### config.mk
export PLATFORM = sky130hd
export DESIGN_NAME = tm1638_frame_arbiter
export DESIGN_NICKNAME = d
export VERILOG_FILES = /design/src/rtl/tm1638_frame_arbiter.sv
export SDC_FILE = /design/constraint.sdc
export NUM_CORES = 1
export LEC_CHECK = 0
export BUFFER_PORTS_ARGS = -buffer_cell sky130_fd_sc_hd__clkbuf_2
export CAP_MARGIN = 0
export CORE_MARGIN = 10
export CORE_UTILIZATION = 36
export CTS_CLUSTER_DIAMETER = 80
export DETAILED_ROUTE_END_ITERATION = 6
export GPL_ROUTABILITY_DRIVEN = 0
export GPL_TIMING_DRIVEN = 0
export PLACE_DENSITY = 0.69
export SLEW_MARGIN = 25
export SYNTH_ARGS = -nofsm -noshare
export SYNTH_HDL_FRONTEND = slang
export SYNTH_SLANG_ARGS = --single-unit
### constraint.sdc
create_clock -name clk_5MHz -period 6.94 [get_ports clk_5MHz]
set_input_delay 0.694 -clock clk_5MHz [delete_from_list [all_inputs] [get_ports clk_5MHz]]
set_output_delay 0.694 -clock clk_5MHz [all_outputs]
set_load 0.1 [all_outputs]
### src/rtl/tm1638_frame_arbiter.sv
// tm1638_frame_arbiter: two-client ownership arbiter for a TM1638 display.
// Grants the display to requester A or B, holds a contested owner for at
// least HOLD_CYCLES clocks, muxes the owner's digits/LEDs to the driver, and
// routes debounced key-press pulses to the current owner only.
//
// Ports:
//   clk_5MHz, n_rst          - clock, asynchronous active-low reset
//   req_a/req_b              - ownership requests (level)
//   frame_a/frame_b [63:0]   - digit1 in [63:56] .. digit8 in [7:0]
//   leds_a/leds_b   [15:0]   - {green[7:0], red[7:0]}
//   keys_raw        [7:0]    - raw key vector from the display driver
//   digits, leds_green, leds_red, display_off - owner's display data
//   grant           [1:0]    - {b,a}, registered, one-hot or zero
//   keys_a_evt/keys_b_evt    - one-cycle key-press pulses to the owner
//
// Build option: define TM1638_ARB_KEY_SWITCH_EN to let a key-7 press force a
// handover to a waiting requester.
module tm1638_frame_arbiter #(
    parameter int unsigned HOLD_CYCLES     = 2500000,
    parameter int unsigned DEBOUNCE_CYCLES = 50000
) (
    input  logic        clk_5MHz,
    input  logic        n_rst,
    input  logic        req_a,
    input  logic        req_b,
    input  logic [63:0] frame_a,
    input  logic [63:0] frame_b,
    input  logic [15:0] leds_a,
    input  logic [15:0] leds_b,
    input  logic [7:0]  keys_raw,
    output logic [63:0] digits,
    output logic [7:0]  leds_green,
    output logic [7:0]  leds_red,
    output logic        display_off,
    output logic [1:0]  grant,
    output logic [7:0]  keys_a_evt,
    output logic [7:0]  keys_b_evt
);

    localparam int unsigned HW = (HOLD_CYCLES > 1) ? $clog2(HOLD_CYCLES) : 1;
    localparam int unsigned DW = (DEBOUNCE_CYCLES > 1) ? $clog2(DEBOUNCE_CYCLES) : 1;
    localparam logic [HW-1:0] HOLD_MAX = HW'(HOLD_CYCLES - 1);
    localparam logic [DW-1:0] DEB_MAX  = DW'(DEBOUNCE_CYCLES - 1);

    // State encoding doubles as the registered grant vector.
    typedef enum logic [1:0] {
        IDLE  = 2'b00,
        OWN_A = 2'b01,
        OWN_B = 2'b10
    } state_t;

    state_t          state_q, state_d;
    logic [HW-1:0]   hold_cnt_q, hold_cnt_d;
    logic            last_grant_q, last_grant_d;   // 0 = A, 1 = B
    logic            arm_q;                        // blocks a grant on the first edge after reset
    logic [7:0]      cand_q, cand_d;
    logic [DW-1:0]   deb_cnt_q, deb_cnt_d;
    logic [7:0]      keys_stable_q, keys_stable_d;
    logic [7:0]      keys_stable_prev_q, keys_stable_prev_d;
    logic [7:0]      keys_a_evt_q, keys_a_evt_d;
    logic [7:0]      keys_b_evt_q, keys_b_evt_d;

    logic [7:0]      press_c;
    logic [7:0]      fwd_c;
    logic            other_req_c;
    logic            key_sw_c;

    // Key-press detection and the waiting-requester view of the owner.
    assign press_c = keys_stable_q & ~keys_stable_prev_q;

    always_comb begin
        other_req_c = 1'b0;
        case (state_q)
            OWN_A:   other_req_c = req_b;
            OWN_B:   other_req_c = req_a;
            default: other_req_c = 1'b0;
        endcase
    end

`ifdef TM1638_ARB_KEY_SWITCH_EN
    assign key_sw_c = press_c[7] & other_req_c;
`else
    assign key_sw_c = 1'b0;
`endif

    // Key 7 is swallowed when it triggers a handover.
    assign fwd_c = {press_c[7] & ~key_sw_c, press_c[6:0]};

    // Arbitration next-state, hold counter and last-grant tracking.
    always_comb begin
        state_d      = state_q;
        hold_cnt_d   = hold_cnt_q;
        last_grant_d = last_grant_q;
        case (state_q)
            IDLE: begin
                if (arm_q) begin
                    if (req_a && req_b) state_d = last_grant_q ? OWN_A : OWN_B;
                    else if (req_a)     state_d = OWN_A;
                    else if (req_b)     state_d = OWN_B;
                end
            end
            OWN_A: begin
                if (!req_a)                                              state_d = req_b ? OWN_B : IDLE;
                else if (other_req_c && (hold_cnt_q == HOLD_MAX || key_sw_c)) state_d = OWN_B;
            end
            OWN_B: begin
                if (!req_b)                                              state_d = req_a ? OWN_A : IDLE;
                else if (other_req_c && (hold_cnt_q == HOLD_MAX || key_sw_c)) state_d = OWN_A;
            end
            default: state_d = IDLE;
        endcase

        if (state_d != state_q) begin
            hold_cnt_d = '0;
            if (state_d == OWN_A)      last_grant_d = 1'b0;
            else if (state_d == OWN_B) last_grant_d = 1'b1;
        end else if (state_q != IDLE && hold_cnt_q != HOLD_MAX) begin
            hold_cnt_d = hold_cnt_q + HW'(1);
        end
    end

    // Debounce: accept the candidate once it has been steady long enough.
    always_comb begin
        cand_d             = keys_raw;
        deb_cnt_d          = deb_cnt_q;
        keys_stable_d      = keys_stable_q;
        keys_stable_prev_d = keys_stable_q;
        if (keys_raw != cand_q)       deb_cnt_d = '0;
        else if (deb_cnt_q != DEB_MAX) deb_cnt_d = deb_cnt_q + DW'(1);
        if (deb_cnt_q == DEB_MAX)     keys_stable_d = cand_q;
    end

    // Events go to the owner registered before the edge; dropped when idle.
    always_comb begin
        keys_a_evt_d = '0;
        keys_b_evt_d = '0;
        if (state_q == OWN_A)      keys_a_evt_d = fwd_c;
        else if (state_q == OWN_B) keys_b_evt_d = fwd_c;
    end

    always_ff @(posedge clk_5MHz or negedge n_rst) begin
        if (!n_rst) begin
            state_q            <= IDLE;
            hold_cnt_q         <= '0;
            last_grant_q       <= 1'b1;
            arm_q              <= 1'b0;
            cand_q             <= '0;
            deb_cnt_q          <= '0;
            keys_stable_q      <= '0;
            keys_stable_prev_q <= '0;
            keys_a_evt_q       <= '0;
            keys_b_evt_q       <= '0;
        end else begin
            state_q            <= state_d;
            hold_cnt_q         <= hold_cnt_d;
            last_grant_q       <= last_grant_d;
            arm_q              <= 1'b1;
            cand_q             <= cand_d;
            deb_cnt_q          <= deb_cnt_d;
            keys_stable_q      <= keys_stable_d;
            keys_stable_prev_q <= keys_stable_prev_d;
            keys_a_evt_q       <= keys_a_evt_d;
            keys_b_evt_q       <= keys_b_evt_d;
        end
    end

    // Display mux from the registered grant.
    always_comb begin
        digits      = '0;
        leds_green  = '0;
        leds_red    = '0;
        display_off = 1'b1;
        case (state_q)
            OWN_A: begin
                digits      = frame_a;
                leds_green  = leds_a[15:8];
                leds_red    = leds_a[7:0];
                display_off = 1'b0;
            end
            OWN_B: begin
                digits      = frame_b;
                leds_green  = leds_b[15:8];
                leds_red    = leds_b[7:0];
                display_off = 1'b0;
            end
            default: ;
        endcase
    end

    assign grant      = state_q;
    assign keys_a_evt = keys_a_evt_q;
    assign keys_b_evt = keys_b_evt_q;

endmodule
==> impl_metrics.toml, run 1 <==
[layout]
layout_common_cells = "clkbuf_2, nor2_1, a22oi_1, dfrtp_1, xor2_1"
fin_area_um2 = 6650
layout-drive-gt1-share = 0.407
area_growth_pct = 40.1
nNetsFinal = 973
final_common_cell = "clkbuf_2"

[setup_path]
cp_cell_sequence = "inv_1, ha_1, clkbuf_1, clkbuf_1, buf_1, a22oi_1, nor2_1, clkbuf_2"
cp-start-kind = "register"
crit_fanout = 10
r2r_cells = 10
r2r_start = "hold_cnt_q[15]"
worstReg2RegEnd = "last_grant_q"
max_stage_delay_ns = 0.52
path_class = "reg -> out"
critPathRequiredTime_ns = 6.25
crit_arrival_ns = 3.37
crit_top_cell = "clkbuf_1"
slowest_stage = "dfrtp_1"
cp-end-kind = "primary output"
r2r_setup_slack_ns = 4.13

[power_and_ir_drop]
p_leak_nw = 3.36
p_per_area_nw_per_um2 = 464
irDropWorstVdd_v = 0.000431

[clocking]
cts_setup_buffers = 0
cts_tree = "yes"
clk-insertion-delay-late_ns = 0.34
cts_root_buffer = "clkbuf_16"
cts_inserted_buffers = 9
ctsHoldBuffers = 0
cts.htree.levels = 3
clock_sinks = 82
cts_buffer_depth = 2
cts-resized-gates = 0
clk_pin_slew_ns = 0.06

[floorplan]
die_y_um = 135
rows = 41
initial_utilization = 0.372
die_area_um2 = 18200
fp.coreArea_um2 = 12800
ios = 271
die_w_um = 135

[logic_synthesis]
synth_simple_gate_area_frac = 0.242
synth_fp_nets = 693
synth_xor_area_frac = 0.0775
synth_edf_count = 0
synth_compound_area_frac = 0.167
yosysSeqAreaShare = 0.432
synth_top_family_by_area = "simple AND/OR/NAND/NOR gates"
netlist_area_um2 = 4750
yosysUniqueCellTypes = 49
syn_inst = 514
synthFlopType = "dfrtp_1"
yosys.area_share.adder = 0.0184
syn_avg_cell_area_um2 = 9.24
yosysWarningCount = 0
async_flop_share = 1.00
muxShareOfSynthArea = 0.0232
ys_seq_elements = 82

[global_routing]
antenna_found_initial = 3
grt_max_degree = 83
grt_first_pass_wirelength_um = 29300
grt_pass1_vias = 4933
grt_usage = 0.204
overflow = 0

[timing]
hold_slack_ns = 0.366
setup_viol = 0
setup-tns-final_ns = 0
hold_viol_final = 0
rsz0062_at_grt = "no"
report.final.slew_viol_count = 0
fin_crit_ns = 4.06
fin_worst_skew_ns = 0.00789
slew_headroom = 0.396
worst_pin_slew_ns = 0.900
max_clock_freq_mhz = 246
period_share = 0.586

[drt]
drtIter0Drc = 287
num_vias = 5054
antenna_left = 0
post_drt_via_cell_ratio = 5.19
wire_per_inst_um = 19.8
drc = 0
dr.pass1.iters = 5
routed_wl_um = 19300

[outcome]
status = "finished, final reports clean"

[place]
place_hpwl_um = 15800
io_buffers = 269
postPlaceCellArea_um2 = 6320

[worst_hold_path]
hold_path.class = "in -> async"

[job]
maxCapViolCount = 0
[layout make-up]
cell class / count / area (µm²)
Tap cell: 172 / 215
Inverter: 4 / 15.0
Multi-Input combinational cell: 389 / 2510
Buffer: 39 / 169
Sequential cell: 82 / 2050
Clock buffer: 10 / 229
Timing Repair Buffer: 269 / 1360
Clock inverter: 6 / 97.6
Antenna cell: 2 / 5.00
Fill cell: 1268 / 6120
[where the power goes]
part | total (mW) | switching (mW) | internal [mW]
logic | 2.05 | 1.69 | 0.355
clock network | 0.516 | 0.195 | 0.321
registers | 0.521 | 0.0250 | 0.496
total | 3.08 | 1.91 | 1.17
[stage by stage]
stage	setup WS [ns]	util	total power, mW	instances
finish	2.88	0.521	3.08	973
detailed placement	3.22	0.495	2.58	955
CTS	2.85	0.520	3.11	971
floorplan	2.52	-	2.17	514
global placement	3.27	0.494	2.57	955
global route	2.62	0.520	3.22	972
[flip-flops by register name (all words and copies together), names as in the netlist, 2 cells and up]
register	cells
keys_stable_prev_d	8
deb_cnt_q	16
keys_stable_prev_q	8
keys_b_evt	8
grant	2
hold_cnt_q	22
keys_a_evt	8
cand_q	8
[critical path: cells and delay by family, from the launching register on]
kind,cells,cell delay [ns]
AND/OR/NAND/NOR,1,0.13
buffers and inverters,5,2.00
flip-flops,1,0.52
AO/OA/AOI/OAI,1,0.19
adder cells (fa/ha/maj),1,0.20
[logic make-up after synthesis]
kind of cell / after synthesis
AOI/OAI and AO/OA: 106
adders and majority gates: 7
DFF: 82
muxes: 10
buffers and inverters: 43
and+or+nand+nor: 223
other: 1
xor gates and xnor gates: 42
[worst max-delay path by stage]
stage               slack (ns)       endpoint     start
CTS                       2.85  leds_green[7]  grant[1]
global route              2.62  leds_green[7]  grant[1]
finish                    2.88  leds_green[7]  grant[1]
detailed placement        3.22  leds_green[7]  grant[1]
floorplan                 2.52      digits[0]  grant[0]
global placement          3.27  leds_green[7]  grant[1]
[synthesized netlist by cell type, types with 3 or more instances]
master / n / area, µm²
and3_1: 9 / 56.3
and2_1: 3 / 18.8
nand4_1: 11 / 68.8
nor3_1: 7 / 35.0
clkbuf_1: 33 / 124
nor2_1: 101 / 379
dfrtp_1: 81 / 2030
nor4_1: 4 / 25.0
a21oi_1: 4 / 20.0
nand2_1: 21 / 78.8
and3b_1: 8 / 70.1
buf_1: 3 / 11.3
a31oi_1: 3 / 18.8
inv_1: 3 / 11.3
ha_1: 7 / 87.6
o21ai_0: 4 / 20.0
buf_6: 3 / 33.8
and4_1: 6 / 52.6
xnor2_1: 6 / 52.6
nor3b_1: 8 / 60.1
nor2_2: 21 / 131
a22oi_1: 81 / 608
mux2_2: 8 / 90.1
xor2_1: 36 / 315
nand3_1: 12 / 60.1
[routing by layer]
layer	share of wire	track usage	vias to the layer above
li1	-	-	2409
met1	0.40	0.244	2416
met2	0.49	0.345	212
met3	0.096	0.0716	17
met4	0.014	0.0447	0
met5	0	0	-
No activity file was read; power rests on OpenSTA's default activity.
==> inputs of run 2 (changes only) <==
--- a/config.mk
+++ b/config.mk
@@ -13,7 +13,7 @@
 export DETAILED_ROUTE_END_ITERATION = 6
 export GPL_ROUTABILITY_DRIVEN = 0
 export GPL_TIMING_DRIVEN = 0
-export PLACE_DENSITY = 0.69
+export PLACE_DENSITY = 0.71
 export SLEW_MARGIN = 25
 export SYNTH_ARGS = -nofsm -noshare
 export SYNTH_HDL_FRONTEND = slang
==> constraint.sdc (replaced) <==
create_clock -name clk_5MHz -period 3.35 [get_ports clk_5MHz]
set_input_delay 0.335 -clock clk_5MHz [delete_from_list [all_inputs] [get_ports clk_5MHz]]
set_output_delay 0.335 -clock clk_5MHz [all_outputs]
set_load 0.1 [all_outputs]
==> impl_metrics.toml, run 2 (synthesis gave the netlist of run 1 again) <==
[setup_path]
critical_path_depth = 7
max_stage_delay_ns = 0.51
cp-end-kind = "primary output"
slowest_stage = "clkbuf_2"
crit_fanout = 10
cp_cell_sequence = "inv_1, ha_1, clkbuf_2, clkbuf_1, a22oi_1, nor2_1, clkbuf_2"
cp-start-kind = "register"
r2r_cells = 10
path_class = "reg -> out"
worst-path-buf-inv = 4
crit_top_cell = "clkbuf_2"
crit_arrival_ns = 2.88
cp_top_family = "buffers and inverters"
critPathRequiredTime_ns = 3.01

[global_routing]
grt_usage = 0.215
overflow = 0
grt_first_pass_wirelength_um = 30200
antenna_found_initial = 1
grt_pass1_vias = 5025
grt_max_degree = 83

[timing]
setup_viol = 0
rsz0062_at_grt = "no"
period_share = 0.961
slew_headroom = 0.414
fin_worst_skew_ns = 0.00447
worst_pin_slew_ns = 0.874
hold_viol_final = 0
layout_setup_ws_ns = 0.131
fin_crit_ns = 3.22
max_clock_freq_mhz = 311
report.final.slew_viol_count = 0
setup-tns-final_ns = 0

[floorplan]
die_area_um2 = 18200
die_y_um = 135
die_w_um = 135
fp.coreArea_um2 = 12800
rows = 41
initial_utilization = 0.372
ios = 271

[place]
place_hpwl_um = 16600
postPlaceCellArea_um2 = 6390
io_buffers = 269
pre_cts_ws_ns = 0.0570

[layout]
fin_area_um2 = 6730
reg.largest.list = "hold_cnt_q x22, deb_cnt_q x16"
final_common_cell = "clkbuf_2"
layout_common_cells = "clkbuf_2, a22oi_1, dfrtp_1"
num_antenna_cells = 0
area_growth_pct = 41.8
layout-drive-gt1-share = 0.457
nNetsFinal = 973
largest_reg_flops = 22
fill_cells = 1239
largest-register = "hold_cnt_q"

[job]
maxCapViolCount = 0

[power_and_ir_drop]
p_leak_nw = 3.37
p_per_area_nw_per_um2 = 978
p_total_mw = 6.59
irDropWorstVdd_v = 0.00119

[clocking]
clk-insertion-delay-late_ns = 0.34
ctsHoldBuffers = 0
clk_pin_slew_ns = 0.06
cts.htree.levels = 3
cts_tree = "yes"
clock_sinks = 82
cts_root_buffer = "clkbuf_16"
cts_buffer_depth = 2
cts_inserted_buffers = 9

[drt]
dr.pass1.iters = 5
wire_per_inst_um = 21.0
num_vias = 5105
antenna_left = 0
routed_wl_um = 20400
drtIter0Drc = 418
drc = 0
post_drt_via_cell_ratio = 5.26

[worst_hold_path]
hold_path.class = "in -> async"

[outcome]
status = "finished, final reports clean"
[run 2: changes by cell type in the layout (fill, tap and decap cells not counted), sizes merged]
| cell | change |
|---|---|
| clkinv | +1 |
| buf | +2 |
| diode | -2 |
| clkbuf | -3 |
| inv | -1 |
| clkinvlp | +1 |
[run 2: worst register-to-register path, stage by stage (launching register included)]
cell,delay [ns]
dfrtp_1,0.41
or4_4,0.57
nor4_4,0.28
and3_1,0.21
buf_6,0.13
nor2_1,0.04
o21ai_0,0.21
a31o_2,0.19
ha_1,0.23
and2_1,0.16
a211o_1,0.22
[run 2: path summary, 6_finish.rpt]
check,startpoint,slack (ns),end
worst max-delay path,grant[0],0.13,leds_green[4]
worst min-delay path,n_rst,0.02,deb_cnt_q[8]
worst max register to register,hold_cnt_q[15],0.61,last_grant_q
worst min register to register,keys_stable_prev_d[5],0.41,keys_stable_prev_q[5]
max in group asynchronous,n_rst,2.85,grant[0]
min in group clk_5MHz,keys_raw[7],0.13,cand_q[7]
[run 2: power breakdown]
part / internal, mW / switching [mW]
Clock: 0.658 / 0.407
Sequential: 1.03 / 0.0486
Combinational: 0.772 / 3.67
[run 2: routing by layer]
layer  vias up  part of all wire  track usage  routed length (µm)
met4         2             0.014       0.0393                 291
met3        28              0.11       0.0820                2310
li1       2402                 -            -                   -
met1      2418              0.40        0.258                8140
met2       255              0.47        0.359                9620
met5         -           0.00064            0                  13
[run 2: timing repair]
item                       in CTS  in global routing
setup buffers                   0                  0
pin swaps                       0                  0
setup endpoints to repair      27                 14
resized for setup               7                  6
[run 2: metrics by stage]
stage | util | hold WS, ns | std cells
2_1_floorplan | - | 0.0394 | 514
3_3_place_gp | 0.500 | 0.402 | 955
3_5_place_dp | 0.501 | 0.395 | 955
4_1_cts | 0.527 | 0.0506 | 971
5_1_grt | 0.527 | 0.0711 | 971
6_report | 0.527 | 0.0230 | 971
[run 2: cell type report]
type | count | area, µm² | area share
buffer | 39 | 179 | 0.0266
clock buffer | 9 | 225 | 0.0335
clock inverter | 7 | 98.8 | 0.0147
inverter | 4 | 15.0 | 0.00223
multi-input combinational | 389 | 2580 | 0.384
sequential | 82 | 2060 | 0.305
tap | 172 | 215 | 0.0320
timing repair buffer | 269 | 1360 | 0.202
==> inputs of run 3 (changes only) <==
--- a/config.mk
+++ b/config.mk
@@ -7,13 +7,15 @@
 export LEC_CHECK = 0
 export BUFFER_PORTS_ARGS = -buffer_cell sky130_fd_sc_hd__clkbuf_2
 export CAP_MARGIN = 0
+export CELL_PAD_IN_SITES_DETAIL_PLACEMENT = 0
+export CELL_PAD_IN_SITES_GLOBAL_PLACEMENT = 1
 export CORE_MARGIN = 10
-export CORE_UTILIZATION = 36
+export CORE_UTILIZATION = 28
 export CTS_CLUSTER_DIAMETER = 80
 export DETAILED_ROUTE_END_ITERATION = 6
 export GPL_ROUTABILITY_DRIVEN = 0
 export GPL_TIMING_DRIVEN = 0
-export PLACE_DENSITY = 0.71
+export PLACE_DENSITY = 0.77
 export SLEW_MARGIN = 25
 export SYNTH_ARGS = -nofsm -noshare
 export SYNTH_HDL_FRONTEND = slang
==> impl_metrics.toml, run 3 (synthesis gave the netlist of run 1 again) <==
[power_and_ir_drop]
internal_power_mw = 2.46
p_per_area_nw_per_um2 = 954
seq_power_share = 0.166
p_leak_nw = 3.36
p_sw_frac = 0.621
p_clk_frac = 0.165
irDropWorstVdd_v = 0.000763
power_switching_mw = 4.03
p_comb_frac = 0.670

[layout]
final_util = 0.411
reg.largest.list = "hold_cnt_q x22, deb_cnt_q x16"
fin_area_um2 = 6810
final_common_cell = "clkbuf_2"
final_cells = 1023
largest-register = "hold_cnt_q"
largest_reg_flops = 22
area_growth_pct = 43.5
nNetsFinal = 973
fill_cells = 1710
layout_common_cells = "clkbuf_2, a22oi_1, dfrtp_1"
layout-drive-gt1-share = 0.456

[setup_path]
path_class = "reg -> out"
critPathRequiredTime_ns = 3.01
crit_fanout = 10
cp-start-kind = "register"
crit_arrival_ns = 2.83
cp-end-kind = "primary output"

[drt]
drc = 0
routed_wl_um = 18800
post_drt_via_cell_ratio = 4.84
num_vias = 4948
antenna_left = 0
wire_per_inst_um = 18.4
drtIter0Drc = 306
dr.pass1.iters = 5

[worst_hold_path]
hold_path.class = "in -> async"

[floorplan]
rows = 47
die_area_um2 = 22600
initial_utilization = 0.286
fp.coreArea_um2 = 16600
ios = 271
die_w_um = 150
die_y_um = 150

[timing]
period_share = 0.946
report.final.slew_viol_count = 0
slew_headroom = 0.385
hold_viol_final = 0
rsz0062_at_grt = "no"
max_clock_freq_mhz = 315
fin_crit_ns = 3.17
setup-tns-final_ns = 0
setup_viol = 0
layout_setup_ws_ns = 0.180
fin_worst_skew_ns = 0.00824
worst_pin_slew_ns = 0.918

[clocking]
clk-insertion-delay-late_ns = 0.34
cts-resized-gates = 6
clock_sinks = 82
cts_inserted_buffers = 9
ctsHoldBuffers = 0
cts_tree = "yes"
clk_pin_slew_ns = 0.07
cts_setup_buffers = 0
cts_buffer_depth = 2
cts.htree.levels = 3
cts_root_buffer = "clkbuf_16"

[place]
postPlaceCellArea_um2 = 6450
place_hpwl_um = 15200
pre_cts_ws_ns = 0.203
io_buffers = 269
placed_cells = 1003

[global_routing]
grt_pass1_vias = 4931
grt_first_pass_wirelength_um = 28600
grt_usage = 0.162
overflow = 0
antenna_found_initial = 4
grt_max_degree = 83

[outcome]
status = "finished, final reports clean"

[job]
maxCapViolCount = 0
-- run 3: changes by cell type in the layout (fill, tap and decap cells not counted), sizes merged --
cell	before	now
diode	0	4
buf	8	5
clkbuf	309	312
clkinv	2	1
clkinvlp	1	2
-- run 3: power by group through the flow --
stage                     logic, mW  clock network (mW)  registers [mW]
after global placement         4.34                   0            1.09
final                          4.35                1.07            1.08
after floorplan                3.44                   0            1.15
after global routing           4.58                1.14            1.08
after CTS                      4.36                1.11            1.08
after detailed placement       4.34                   0            1.09
-- run 3: layout make-up --
cell class                 count  area [µm²]  share of cell area
sequential                    82        2060               0.302
clock buffer                   9         225              0.0331
timing repair buffer         269        1370               0.201
antenna                        4        10.0             0.00147
tap                          220         275              0.0404
multi-input combinational    389        2580               0.379
clock inverter                 7         101              0.0149
inverter                       4        15.0             0.00220
buffer                        39         178              0.0261
-- run 3: worst paths after layout --
path	to	cells after the start	from	slack [ns]
max in group asynchronous	grant[0]	1	n_rst	2.84
setup reg to reg	last_grant_q	10	hold_cnt_q[15]	0.61
min in group clk_5MHz	cand_q[3]	1	keys_raw[3]	0.12
hold reg to reg	keys_stable_prev_q[5]	0	keys_stable_prev_d[5]	0.40
setup / recovery	digits[41]	7	grant[1]	0.18
hold / removal	keys_b_evt[1]	1	n_rst	0.03
-- run 3: metal layers --
layer | routed length [µm] | global-route usage
met5 | 0 | 0
met3 | 1470 | 0.0504
met1 | 8050 | 0.195
met2 | 9050 | 0.268
met4 | 223 | 0.0559
-- run 3: through the flow --
| step | power, mW | hold WS (ns) |
|---|---|---|
| after floorplan | 4.59 | 0.0394 |
| after global placement | 5.44 | 0.391 |
| after detailed placement | 5.44 | 0.397 |
| after CTS | 6.54 | 0.0425 |
| after global routing | 6.81 | 0.0554 |
| final | 6.50 | 0.0265 |
-- run 3: worst max-delay path, stage by stage, from the launching register on --
cell,delay [ns]
dfrtp_2,0.47
inv_1,0.12
ha_1,0.19
clkbuf_2,0.28
clkbuf_1,0.47
a22oi_1,0.18
nor2_1,0.27
clkbuf_2,0.52
